File: config.mk
export PLATFORM = sky130hd
export DESIGN_NAME = mem_reader_flat
export DESIGN_NICKNAME = d
export VERILOG_FILES = /design/src/rtl/mem_reader_pkg.sv /design/src/rtl/mem_reader_if.sv /design/src/rtl/mem_reader_buf.sv /design/src/rtl/mem_reader.sv /design/src/flat_wrapper.sv
export SDC_FILE = /design/constraint.sdc
export NUM_CORES = 1
export LEC_CHECK = 0
export BUFFER_PORTS_ARGS = -buffer_cell sky130_fd_sc_hd__buf_2
export CORE_ASPECT_RATIO = 0.5
export CORE_MARGIN = 4
export CORE_UTILIZATION = 50
export CTS_CLUSTER_DIAMETER = 60
export DETAILED_ROUTE_END_ITERATION = 7
export PLACE_DENSITY = 0.74
export SETUP_SLACK_MARGIN = 0.5
export SLEW_MARGIN = 20
export SYNTH_ARGS = -nofsm -noshare
export SYNTH_HDL_FRONTEND = slang
export SYNTH_SLANG_ARGS = --single-unit
File: constraint.sdc
create_clock -name clk -period 4.17 [get_ports clk]
set_input_delay 0.6255 -clock clk [delete_from_list [all_inputs] [get_ports clk]]
set_output_delay 0.6255 -clock clk [all_outputs]
set_load 0.005 [all_outputs]
File: src/rtl/mem_reader_pkg.sv
// -----------------------------------------------------------------------------
// mem_reader_pkg
// Shared definitions for the memory read sequencer:
//   - default address / data widths
//   - FSM state encoding (IDLE=0, READ=1, DRAIN=2, DONE=3)
//   - credit helper used to decide whether another RAM read may be issued
// Optional feature macro used elsewhere in this slice: MEM_READER_CHECKSUM_EN
// -----------------------------------------------------------------------------
package mem_reader_pkg;

    localparam int MR_AW_DEF = 4;
    localparam int MR_DW_DEF = 8;

    typedef enum logic [1:0] {
        ST_IDLE  = 2'd0,
        ST_READ  = 2'd1,
        ST_DRAIN = 2'd2,
        ST_DONE  = 2'd3
    } mr_state_t;

    // A read may be issued only while stored words plus the read already in
    // flight stay below the two buffer slots; this guarantees every returning
    // word has a slot no matter what the consumer does.
    function automatic logic credit_ok(input logic [1:0] count, input logic pending);
        return ({1'b0, count} + {2'b00, pending}) < 3'd2;
    endfunction

endpackage

File: src/rtl/mem_reader_if.sv
// -----------------------------------------------------------------------------
// mem_reader_if
// Bundles the RAM read port and the output stream of the read sequencer.
//   ram_re    : read strobe to the RAM
//   ram_addr  : read address, valid with ram_re
//   ram_rdata : RAM data, valid the cycle after ram_re
//   q_valid   : q_data holds a word
//   q_ready   : consumer accepts the word
//   q_data    : output word
// Handshake: a word transfers in every cycle where q_valid and q_ready are both
// high; once q_valid is raised, q_valid and q_data hold until that transfer.
// Modports: master = the reader, slave = RAM + consumer side.
// -----------------------------------------------------------------------------
interface mem_reader_if
    import mem_reader_pkg::*;
#(
    parameter int AW = MR_AW_DEF,
    parameter int DW = MR_DW_DEF
) ();

    logic          ram_re;
    logic [AW-1:0] ram_addr;
    logic [DW-1:0] ram_rdata;
    logic          q_valid;
    logic          q_ready;
    logic [DW-1:0] q_data;

    modport master (
        output ram_re,
        output ram_addr,
        input  ram_rdata,
        output q_valid,
        input  q_ready,
        output q_data
    );

    modport slave (
        input  ram_re,
        input  ram_addr,
        output ram_rdata,
        input  q_valid,
        output q_ready,
        input  q_data
    );

endinterface

File: src/rtl/mem_reader_buf.sv
// -----------------------------------------------------------------------------
// mem_reader_buf
// Two-entry output FIFO with fall-through: a word pushed into an empty buffer
// is presented on q_data/q_valid in the same cycle, and if popped in that
// cycle it is never stored.
// Ports:
//   clk, rstbar : clock, asynchronous active-low reset
//   push        : push_data is written this cycle
//   push_data   : word to write
//   pop         : head word is consumed this cycle (only meaningful with q_valid)
//   q_valid     : a word is presented at q_data
//   q_data      : head word (0 when nothing is presented)
//   count       : number of stored words (0..2), excluding a fall-through word
// -----------------------------------------------------------------------------
module mem_reader_buf
    import mem_reader_pkg::*;
#(
    parameter int DW = MR_DW_DEF
) (
    input  logic          clk,
    input  logic          rstbar,
    input  logic          push,
    input  logic [DW-1:0] push_data,
    input  logic          pop,
    output logic          q_valid,
    output logic [DW-1:0] q_data,
    output logic [1:0]    count
);

    logic [DW-1:0] mem_q [2];
    logic          rd_ptr_q, rd_ptr_d;
    logic          wr_ptr_q, wr_ptr_d;
    logic [1:0]    count_q, count_d;

    logic empty;
    logic bypass;
    logic do_write;
    logic do_read;

    always_comb begin
        empty    = (count_q == 2'd0);
        // Word arrives into an empty buffer and leaves in the same cycle.
        bypass   = empty && push && pop;
        do_write = push && !bypass;
        do_read  = pop && !empty;

        q_valid  = !empty || push;
        if (!empty) begin
            q_data = mem_q[rd_ptr_q];
        end else if (push) begin
            q_data = push_data;
        end else begin
            q_data = '0;
        end

        // On a full buffer with push and pop, wr_ptr equals rd_ptr: the new
        // word overwrites the slot being vacated and becomes the tail.
        rd_ptr_d = do_read  ? ~rd_ptr_q : rd_ptr_q;
        wr_ptr_d = do_write ? ~wr_ptr_q : wr_ptr_q;
        count_d  = count_q + {1'b0, do_write} - {1'b0, do_read};
    end

    always_ff @(posedge clk or negedge rstbar) begin
        if (!rstbar) begin
            mem_q[0] <= '0;
            mem_q[1] <= '0;
            rd_ptr_q <= 1'b0;
            wr_ptr_q <= 1'b0;
            count_q  <= 2'd0;
        end else begin
            if (do_write) begin
                mem_q[wr_ptr_q] <= push_data;
            end
            rd_ptr_q <= rd_ptr_d;
            wr_ptr_q <= wr_ptr_d;
            count_q  <= count_d;
        end
    end

    assign count = count_q;

endmodule

File: src/rtl/mem_reader.sv
// -----------------------------------------------------------------------------
// mem_reader
// Read-side sequencer for the word RAM. On an accepted start it streams len
// consecutive words beginning at base (address wraps modulo 2^AW) out of a
// synchronous RAM with one cycle of read latency, through a 2-entry output
// buffer so consumer backpressure never drops or reorders data.
// Ports:
//   clk, rstbar  : clock, asynchronous active-low reset
//   start        : begin a transfer (sampled only in IDLE)
//   base, len    : first address and word count (0..2^AW), sampled with start
//   busy         : high in READ, DRAIN and DONE
//   done         : one-cycle pulse when the transfer completes
//   sum          : running XOR of words handed out this transfer
//                  (present only with MEM_READER_CHECKSUM_EN defined)
//   dbg_state_o  : current FSM state
//   bus          : RAM read port and output stream (mem_reader_if.master)
// -----------------------------------------------------------------------------
module mem_reader
    import mem_reader_pkg::*;
#(
    parameter int AW = MR_AW_DEF,
    parameter int DW = MR_DW_DEF
) (
    input  logic          clk,
    input  logic          rstbar,
    input  logic          start,
    input  logic [AW-1:0] base,
    input  logic [AW:0]   len,
    output logic          busy,
    output logic          done,
`ifdef MEM_READER_CHECKSUM_EN
    output logic [DW-1:0] sum,
`endif
    output mr_state_t     dbg_state_o,
    mem_reader_if.master  bus
);

    localparam logic [AW-1:0] ADDR_ONE = AW'(1);
    localparam logic [AW:0]   REM_ONE  = (AW + 1)'(1);

    mr_state_t     state_q, state_d;
    logic [AW-1:0] addr_q, addr_d;
    logic [AW:0]   rem_q, rem_d;
    logic          pending_q, pending_d;   // a read was issued last cycle

    logic          ram_re;
    logic          credit;
    logic          hs;
    logic          buf_q_valid;
    logic [DW-1:0] buf_q_data;
    logic [1:0]    buf_count;
    logic [1:0]    occ_after;

    mem_reader_buf #(.DW(DW)) u_buf (
        .clk       (clk),
        .rstbar    (rstbar),
        .push      (pending_q),
        .push_data (bus.ram_rdata),
        .pop       (hs),
        .q_valid   (buf_q_valid),
        .q_data    (buf_q_data),
        .count     (buf_count)
    );

    always_comb begin
        hs     = buf_q_valid && bus.q_ready;
        credit = credit_ok(buf_count, pending_q);
        // Words still owed to the consumer after this edge. In DRAIN no new
        // read is issued, so this is the complete outstanding count.
        occ_after = buf_count + {1'b0, pending_q} - {1'b0, hs};
    end

    // Next-state and outputs
    always_comb begin
        state_d = state_q;
        addr_d  = addr_q;
        rem_d   = rem_q;
        ram_re  = 1'b0;

        unique case (state_q)
            ST_IDLE: begin
                if (start) begin
                    if (len != '0) begin
                        addr_d  = base;
                        rem_d   = len;
                        state_d = ST_READ;
                    end else begin
                        state_d = ST_DONE;
                    end
                end
            end
            ST_READ: begin
                if (credit) begin
                    ram_re = 1'b1;
                    addr_d = addr_q + ADDR_ONE;
                    rem_d  = rem_q - REM_ONE;
                    if (rem_q == REM_ONE) begin
                        state_d = ST_DRAIN;
                    end
                end
            end
            ST_DRAIN: begin
                if (occ_after == 2'd0) begin
                    state_d = ST_DONE;
                end
            end
            ST_DONE: begin
                state_d = ST_IDLE;
            end
            default: begin
                state_d = ST_IDLE;
            end
        endcase

        pending_d = ram_re;
    end

    always_ff @(posedge clk or negedge rstbar) begin
        if (!rstbar) begin
            state_q   <= ST_IDLE;
            addr_q    <= '0;
            rem_q     <= '0;
            pending_q <= 1'b0;
        end else begin
            state_q   <= state_d;
            addr_q    <= addr_d;
            rem_q     <= rem_d;
            pending_q <= pending_d;
        end
    end

    assign busy         = (state_q != ST_IDLE);
    assign done         = (state_q == ST_DONE);
    assign dbg_state_o  = state_q;
    assign bus.ram_re   = ram_re;
    assign bus.ram_addr = addr_q;
    assign bus.q_valid  = buf_q_valid;
    assign bus.q_data   = buf_q_data;

`ifdef MEM_READER_CHECKSUM_EN
    logic [DW-1:0] sum_q;

    always_ff @(posedge clk or negedge rstbar) begin
        if (!rstbar) begin
            sum_q <= '0;
        end else if ((state_q == ST_IDLE) && start) begin
            sum_q <= '0;
        end else if (hs) begin
            sum_q <= sum_q ^ buf_q_data;
        end
    end

    assign sum = sum_q;
`endif

endmodule

File: src/flat_wrapper.sv
// flat-port wrapper written by rule: the top's interface ports become plain ports
module mem_reader_flat import mem_reader_pkg::*;
#(
    parameter int AW = MR_AW_DEF,
    parameter int DW = MR_DW_DEF
)
  (clk, rstbar, start, base, len, busy, done, dbg_state_o, bus_ram_re, bus_ram_addr, bus_ram_rdata, bus_q_valid, bus_q_ready, bus_q_data);
  mem_reader_if #(.AW(AW), .DW(DW)) bus_i ();
  input  logic clk;
  input  logic rstbar;
  input  logic start;
  input  logic [AW-1:0] base;
  input  logic [AW:0] len;
  output logic busy;
  output logic done;
  output mr_state_t dbg_state_o;
  output wire logic [$bits(bus_i.ram_re)-1:0] bus_ram_re;
  output wire logic [$bits(bus_i.ram_addr)-1:0] bus_ram_addr;
  input wire logic [$bits(bus_i.ram_rdata)-1:0] bus_ram_rdata;
  output wire logic [$bits(bus_i.q_valid)-1:0] bus_q_valid;
  input wire logic [$bits(bus_i.q_ready)-1:0] bus_q_ready;
  output wire logic [$bits(bus_i.q_data)-1:0] bus_q_data;
  assign bus_ram_re = bus_i.ram_re;
  assign bus_ram_addr = bus_i.ram_addr;
  assign bus_i.ram_rdata = bus_ram_rdata;
  assign bus_q_valid = bus_i.q_valid;
  assign bus_i.q_ready = bus_q_ready;
  assign bus_q_data = bus_i.q_data;
  mem_reader #(.AW(AW), .DW(DW)) u_core (.clk(clk), .rstbar(rstbar), .start(start), .base(base), .len(len), .busy(busy), .done(done), .dbg_state_o(dbg_state_o), .bus(bus_i));
endmodule
==> results of run 1 <==
-- through the flow --
step           cells  power, uW  hold WS [ns]
6_report         261       1810         0.387
5_1_grt          261       1990         0.443
4_1_cts          261       1830         0.415
3_5_place_dp     253       1530         0.494
3_3_place_gp     253       1480         0.486
2_1_floorplan    171       1280         0.330
-- layer usage --
| metal | part of all wire | vias up | wire length (microns) | track usage |
|---|---|---|---|---|
| met4 | 0.0040 | 0 | 14 | 0.0438 |
| li1 | - | 693 | - | - |
| met3 | 0.072 | 2 | 252 | 0.0494 |
| met5 | 0 | - | 0 | 0 |
| met1 | 0.45 | 642 | 1570 | 0.213 |
| met2 | 0.48 | 41 | 1680 | 0.277 |
-- kinds of logic after synthesis --
group	Yosys count
adders and majority gates	10
DFF	32
buffers and inverters	17
muxes	27
AOI/OAI and AO/OA	36
xor gates and xnor gates	4
and+or+nand+nor	45
-- flip-flops by register name, summed over array words and instances, names as in the netlist --
register,cells
u_core.bus.ram_addr,4
u_core.u_buf.rd_ptr_q,1
u_core.rem_q,5
u_core.u_buf.wr_ptr_q,1
u_core.dbg_state_o,2
u_core.u_buf.count,2
u_core.pending_q,1
u_core.u_buf.mem_q,16
-- placed cells by master (no fill, tap or decap) --
cell type and n:
and2_1 1, or3_1 5, nand2b_1 2, a21boi_0 1, a211o_1 1, xnor2_1 3, o22a_1 4, buf_2 38
nor2b_1 2, dfrtp_1 32, nand4_1 1, nor4bb_1 1, o21ai_0 16, nor4_1 1, clkinvlp_4 1, or2_2 1
clkbuf_8 5, inv_1 10, nor3_1 2, nor2_2 1, mux2i_1 11, nor4b_1 1, o211ai_2 1, nor2_1 5
nand2_1 10, mux2_2 16, a221oi_2 2, nand3_1 11, o21ai_1 2, or4_1 1, o32a_1 1, a21oi_1 7
ha_1 10, a31oi_1 1, xor2_1 1, bufinv_16 1, clkinv_2 1
-- where the power goes --
part,internal (uW),switching (uW),leakage [uW]
logic,442,433,0.000556
clock network,177,122,0.0000541
registers,477,163,0.000381
total,1100,719,0.000991
-- worst max-delay path, delay by kind of cell, from the launching register on --
kind | cells | cell delay (ns)
adders and majority gates | 1 | 0.61
AOI/OAI and AO/OA | 4 | 1.02
DFF | 1 | 0.41
buffers and inverters | 2 | 0.36
-- path summary, 6_finish.rpt --
check | from | endpoint | slack (ns) | cells past startpoint
setup reg to reg | u_core.dbg_state_o[1]$_DFFE_PN0P_ | u_core.rem_q[4]$_DFFE_PN0P_ | 1.64 | 7
min in group clk | u_core.u_buf.mem_q[13]$_DFFE_PN0P_ | u_core.u_buf.mem_q[13]$_DFFE_PN0P_ | 0.51 | 1
max in group asynchronous | rstbar | u_core.rem_q[3]$_DFFE_PN0P_ | 3.33 | 1
hold / removal | rstbar | u_core.u_buf.mem_q[0]$_DFFE_PN0P_ | 0.39 | 1
setup / recovery | u_core.dbg_state_o[1]$_DFFE_PN0P_ | u_core.rem_q[4]$_DFFE_PN0P_ | 1.64 | 7
hold reg to reg | u_core.u_buf.mem_q[13]$_DFFE_PN0P_ | u_core.u_buf.mem_q[13]$_DFFE_PN0P_ | 0.51 | 1
-- area by class of cell --
| cell class | count | area [sq um] | share of cell area |
|---|---|---|---|
| Multi-Input combinational cell | 122 | 921 | 0.433 |
| Timing Repair Buffer | 38 | 190 | 0.0895 |
| Clock buffer | 5 | 68.8 | 0.0324 |
| Tap cell | 51 | 63.8 | 0.0300 |
| Sequential cell | 32 | 801 | 0.377 |
| Clock inverter | 3 | 42.5 | 0.0200 |
| Inverter | 10 | 37.5 | 0.0177 |
==> flow_summary.yaml, run 1 <==
synthesis:
  synth_mux_area_frac: 0.162
  synthTopCellsByCount: "dfrtp_1 (32), mux2_2 (16), o21ai_0 (16)"
  yosys_warnings: 0
  synth_compound_area_frac: 0.131
  synth.area.top_cells: "dfrtp_1 (45%), mux2_2 (10%), ha_1 (7.0%)"
  syn_area_per_cell_sq_um: 10.5
  yosysMostFrequentCell: "dfrtp_1"
  synth_fa_ha_area_frac: 0.0697
  yosysTopAreaCell: "dfrtp_1"
  synth_top_area_frac: 0.446
  synth_cell_types: 36
  synth_xor_area_frac: 0.0195
  synth_top_family_by_area: "multiplexers"
  yosysSeqAreaShare: 0.446
  syn_area_sq_um: 1790
  synth_edf_count: 0
  syn_inst: 171
  yosys.area_share.simple: 0.131
  async_reset_ff_frac: 1.00
  synth-main-ff-cell: "dfrtp_1"
  syn_nets: 202
  ys_ff_latch: 32
grt:
  grt_pass1_wl_microns: 6050
  globalRouteTotalUtil: 0.166
  grt_max_degree: 33
  grt_pass1_vias: 1291
  antenna_found_initial: 0
  grt_overflow: 0
routing:
  vias: 1378
  drc: 0
  wl_microns: 3520
  antenna_left: 0
  drt_iter0_markers: 43
  first_pass_iters: 4
  wire_per_inst_microns: 13.5
  avgViaCountPerCell: 5.28
clock_network:
  clock_sinks: 32
  holdBufCountCts: 0
  cts_max_level: 2
  clk_root_buffer_cell: "clkbuf_8"
  tritoncts: "done"
  numCtsBuffers: 5
  post-cts-setup-buffers: 0
  cts_resized: 0
  clk_pin_slew_worst_paths_ns: 0.07
  clk-insertion-delay-late_ns: 0.28
  clock_path_buffers: 2
critical_path:
  path_cells: "inv_1 > ha_1 > inv_1 > o22a_1 > o211ai_2 > o21ai_0 > a211o_1"
  critPathMaxStageDelay_ns: 0.61
  cp_data_arrival_time_ns: 2.70
  endpoint_kind: "register"
  crit_top_cell: "inv_1"
  path_max_fanout: 21
  cp.required_ns: 4.34
  cp_slowest_cell: "ha_1"
  critPathKind: "register to register"
  startpoint_type: "register"
timing:
  setup_tns_ns: 0
  finalHoldViolations: 0
  clock_skew_ns: 0.00244
  rsz0062_at_grt: "false"
  drv_slew: 0
  finalCritPeriodShare: 0.606
  max_slew_margin: 0.348
  worstMarginPinSlew_ns: 0.975
  period_minus_slack_ns: 2.53
  finalSetupViolCount: 0
  clock.fmax_mhz: 396
  worst_slack_ns: 1.64
floorplanning:
  coreArea_sq_um: 3430
  die-area_sq_um: 4670
  rows: 15
  start_util: 0.522
  ios: 39
  die_w_microns: 92.7
  die_y_microns: 50.4
placed_design:
  place.gp.congestion: 0.810
  port_buffers: 38
  placed_area_sq_um: 2010
  dp_hpwl_microns: 2520
  pre_cts_ws_ns: 1.64
final_layout:
  finalInstanceArea_sq_um: 2120
  final_nets: 240
  fillers: 302
  final_util: 0.619
  drive_above_1_share: 0.319
  area_delta_synth_final_pct: 18.4
  num_antenna_cells: 0
pwr:
  power_leakage_uw: 0.000991
  ir_drop_v: 0.000391
  power_density_nw_per_um2: 854
outcome:
  status: "finished clean"
min_path:
  hp-class: "input pin to async pin"
flow_run:
  maxCapViolations: 0
No activity file was read; power rests on OpenSTA's default activity.
==> inputs of run 2 (changes only) <==
--- a/config.mk
+++ b/config.mk
@@ -8,10 +8,10 @@
 export BUFFER_PORTS_ARGS = -buffer_cell sky130_fd_sc_hd__buf_2
 export CORE_ASPECT_RATIO = 0.5
 export CORE_MARGIN = 4
-export CORE_UTILIZATION = 50
+export CORE_UTILIZATION = 48
 export CTS_CLUSTER_DIAMETER = 60
 export DETAILED_ROUTE_END_ITERATION = 7
-export PLACE_DENSITY = 0.74
+export PLACE_DENSITY = 0.75
 export SETUP_SLACK_MARGIN = 0.5
 export SLEW_MARGIN = 20
 export SYNTH_ARGS = -nofsm -noshare
==> constraint.sdc (replaced) <==
create_clock -name clk -period 2.06 [get_ports clk]
set_input_delay 0.309 -clock clk [delete_from_list [all_inputs] [get_ports clk]]
set_output_delay 0.309 -clock clk [all_outputs]
set_load 0.005 [all_outputs]
==> flow_summary.yaml, run 2 (synthesis results as in run 1) <==
routing:
  antenna_left: 0
  drt_iter0_markers: 68
  top_layer: "met4"
  drc: 0
  drt-met1-wl_microns: 1930
  first_pass_iters: 4
  wl_met3_microns: 123
  wl_met2_microns: 2260
  avgViaCountPerCell: 5.34
  wire_per_inst_microns: 15.1
  wl_microns: 4350
  vias: 1539
timing:
  finalCritPeriodShare: 0.847
  period_minus_slack_ns: 1.75
  finalSetupViolCount: 0
  rsz0062_at_grt: "true"
  setup_tns_ns: 0
  drv_slew: 0
  clock_skew_ns: 0.00270
  worstMarginPinSlew_ns: 0.743
  max_slew_margin: 0.505
  finalHoldViolations: 0
  clock.fmax_mhz: 573
pwr:
  pwr-share-comb: 0.617
  p_int_uw: 2810
  swShare: 0.396
  p_switching_uw: 1840
  ir_drop_v: 0.000898
  seqPwrFrac: 0.279
  pwr-share-clk: 0.104
  power_leakage_uw: 0.00118
  power_density_nw_per_um2: 1810
clock_network:
  clock_sinks: 32
  cts_max_level: 2
  tritoncts: "done"
  holdBufCountCts: 0
  clk_root_buffer_cell: "clkbuf_8"
  clk_pin_slew_worst_paths_ns: 0.07
  clk-insertion-delay-late_ns: 0.28
  numCtsBuffers: 5
  clock_path_buffers: 2
floorplanning:
  ios: 39
  rows: 15
  coreArea_sq_um: 3510
  start_util: 0.511
  die-area_sq_um: 4840
  die_y_microns: 51.2
  die_w_microns: 94.5
placed_design:
  dp_hpwl_microns: 2620
  dp_cells: 260
  place.gp.congestion: 0.752
  port_buffers: 38
critical_path:
  critPathKind: "register to register"
  cp_data_arrival_time_ns: 1.94
  endpoint_kind: "register"
  reg2reg_from: "u_core.u_buf.count[0]$_DFF_PN0_"
  startpoint_type: "register"
  path_max_fanout: 5
  cp.required_ns: 2.25
  reg2reg_slack_ns: 0.31
  reg2reg_depth: 8
  reg2reg_to: "u_core.u_buf.count[1]$_DFF_PN0_"
grt:
  globalRouteTotalUtil: 0.179
  grt_max_degree: 33
  antenna_found_initial: 0
  grt_pass1_vias: 1436
  grt_pass1_wl_microns: 6600
  grt_overflow: 0
final_layout:
  drive_above_1_share: 0.536
  area_delta_synth_final_pct: 42.9
  fillers: 258
  num_antenna_cells: 0
  largest_reg_flops: 16
  instances_no_fill: 288
  mostFrequentLayoutCell: "buf_2"
  final_cell_mix: "buf_2 (36), dfrtp_1 (28), buf_4 (15)"
  regMostFlops: "u_core.u_buf.mem_q"
  final_nets: 267
min_path:
  hp-class: "input pin to async pin"
flow_run:
  maxCapViolations: 0
outcome:
  status: "finished clean"
[run 2: changes by cell type in the layout (fill, tap and decap cells not counted), moves of 3 or more]
cell,previous run,this run
o21ai_2,0,9
mux2_4,0,3
dfrtp_2,0,4
dfrtp_1,32,28
nand3_2,0,3
buf_4,0,15
mux2_2,16,13
buf_6,0,10
inv_1,10,6
nand3_1,11,8
inv_2,0,3
o21ai_0,16,6
ha_1,10,7
[run 2: worst max-delay path, stage by stage, from the launching register on]
cell and delay [ns]:
dfrtp_2 0.44, nor2_4 0.20, nand2_1 0.15, nand2_4 0.10, ha_1 0.22, inv_1 0.07
ha_2 0.18, xnor2_2 0.12, xnor2_1 0.16
[run 2: metal layers]
metal / track usage / vias to the layer above
li1: - / 751
met2: 0.310 / 28
met1: 0.216 / 755
met5: 0 / -
met3: 0.0485 / 5
met4: 0.0670 / 0
[run 2: worst max-delay path by stage]
stage	cells past startpoint	endpoint	slack, ns	start
final	8	u_core.u_buf.count[1]$_DFF_PN0_	0.31	u_core.u_buf.count[0]$_DFF_PN0_
after global routing	8	u_core.u_buf.count[1]$_DFF_PN0_	0.22	u_core.u_buf.count[0]$_DFF_PN0_
after CTS	8	u_core.bus.ram_addr[2]$_DFFE_PN0P_	0.34	u_core.dbg_state_o[0]$_DFFE_PN0P_
after detailed placement	7	u_core.bus.ram_addr[2]$_DFFE_PN0P_	0.06	len[3]
after global placement	7	u_core.bus.ram_addr[2]$_DFFE_PN0P_	0.13	len[3]
after floorplan	6	u_core.rem_q[4]$_DFFE_PN0P_	0.27	len[3]
[run 2: through the flow]
stage / worst slack, ns / util / total power [uW] / hold WS, ns / area [sq um]
final: 0.314 / 0.730 / 4650 / 0.0821 / 2560
after global routing: 0.218 / 0.730 / 5020 / 0.136 / 2560
after floorplan: 0.270 / - / 2670 / 0.0134 / 1830
after detailed placement: 0.0636 / 0.595 / 3270 / 0.405 / 2090
after CTS: 0.340 / 0.667 / 4120 / 0.0981 / 2340
after global placement: 0.126 / 0.595 / 3190 / 0.397 / 2090
[run 2: final cells by class]
class	count	area [sq um]	area share
clock buffers	5	68.8	0.0268
clock inverters	3	18.8	0.00732
inverters	10	40.0	0.0156
multi-input cells	122	1080	0.422
flip-flops and latches	32	806	0.314
well taps	51	63.8	0.0249
repair buffers	65	485	0.189
[run 2: power by group through the flow]
stage / combinational [uW] / sequential (uW) / clock, uW
after global placement: 1920 / 1260 / 0
after CTS: 2350 / 1280 / 487
after detailed placement: 1990 / 1280 / 0
after floorplan: 1480 / 1190 / 0
after global routing: 3160 / 1340 / 523
final: 2870 / 1300 / 482
[run 2: repair_timing]
action,4_1_cts,5_1_grt
pin swaps,11,18
endpoints found under the setup margin,29,38
resized for setup,21,38
cloned,0,1
buffers inserted,10,9
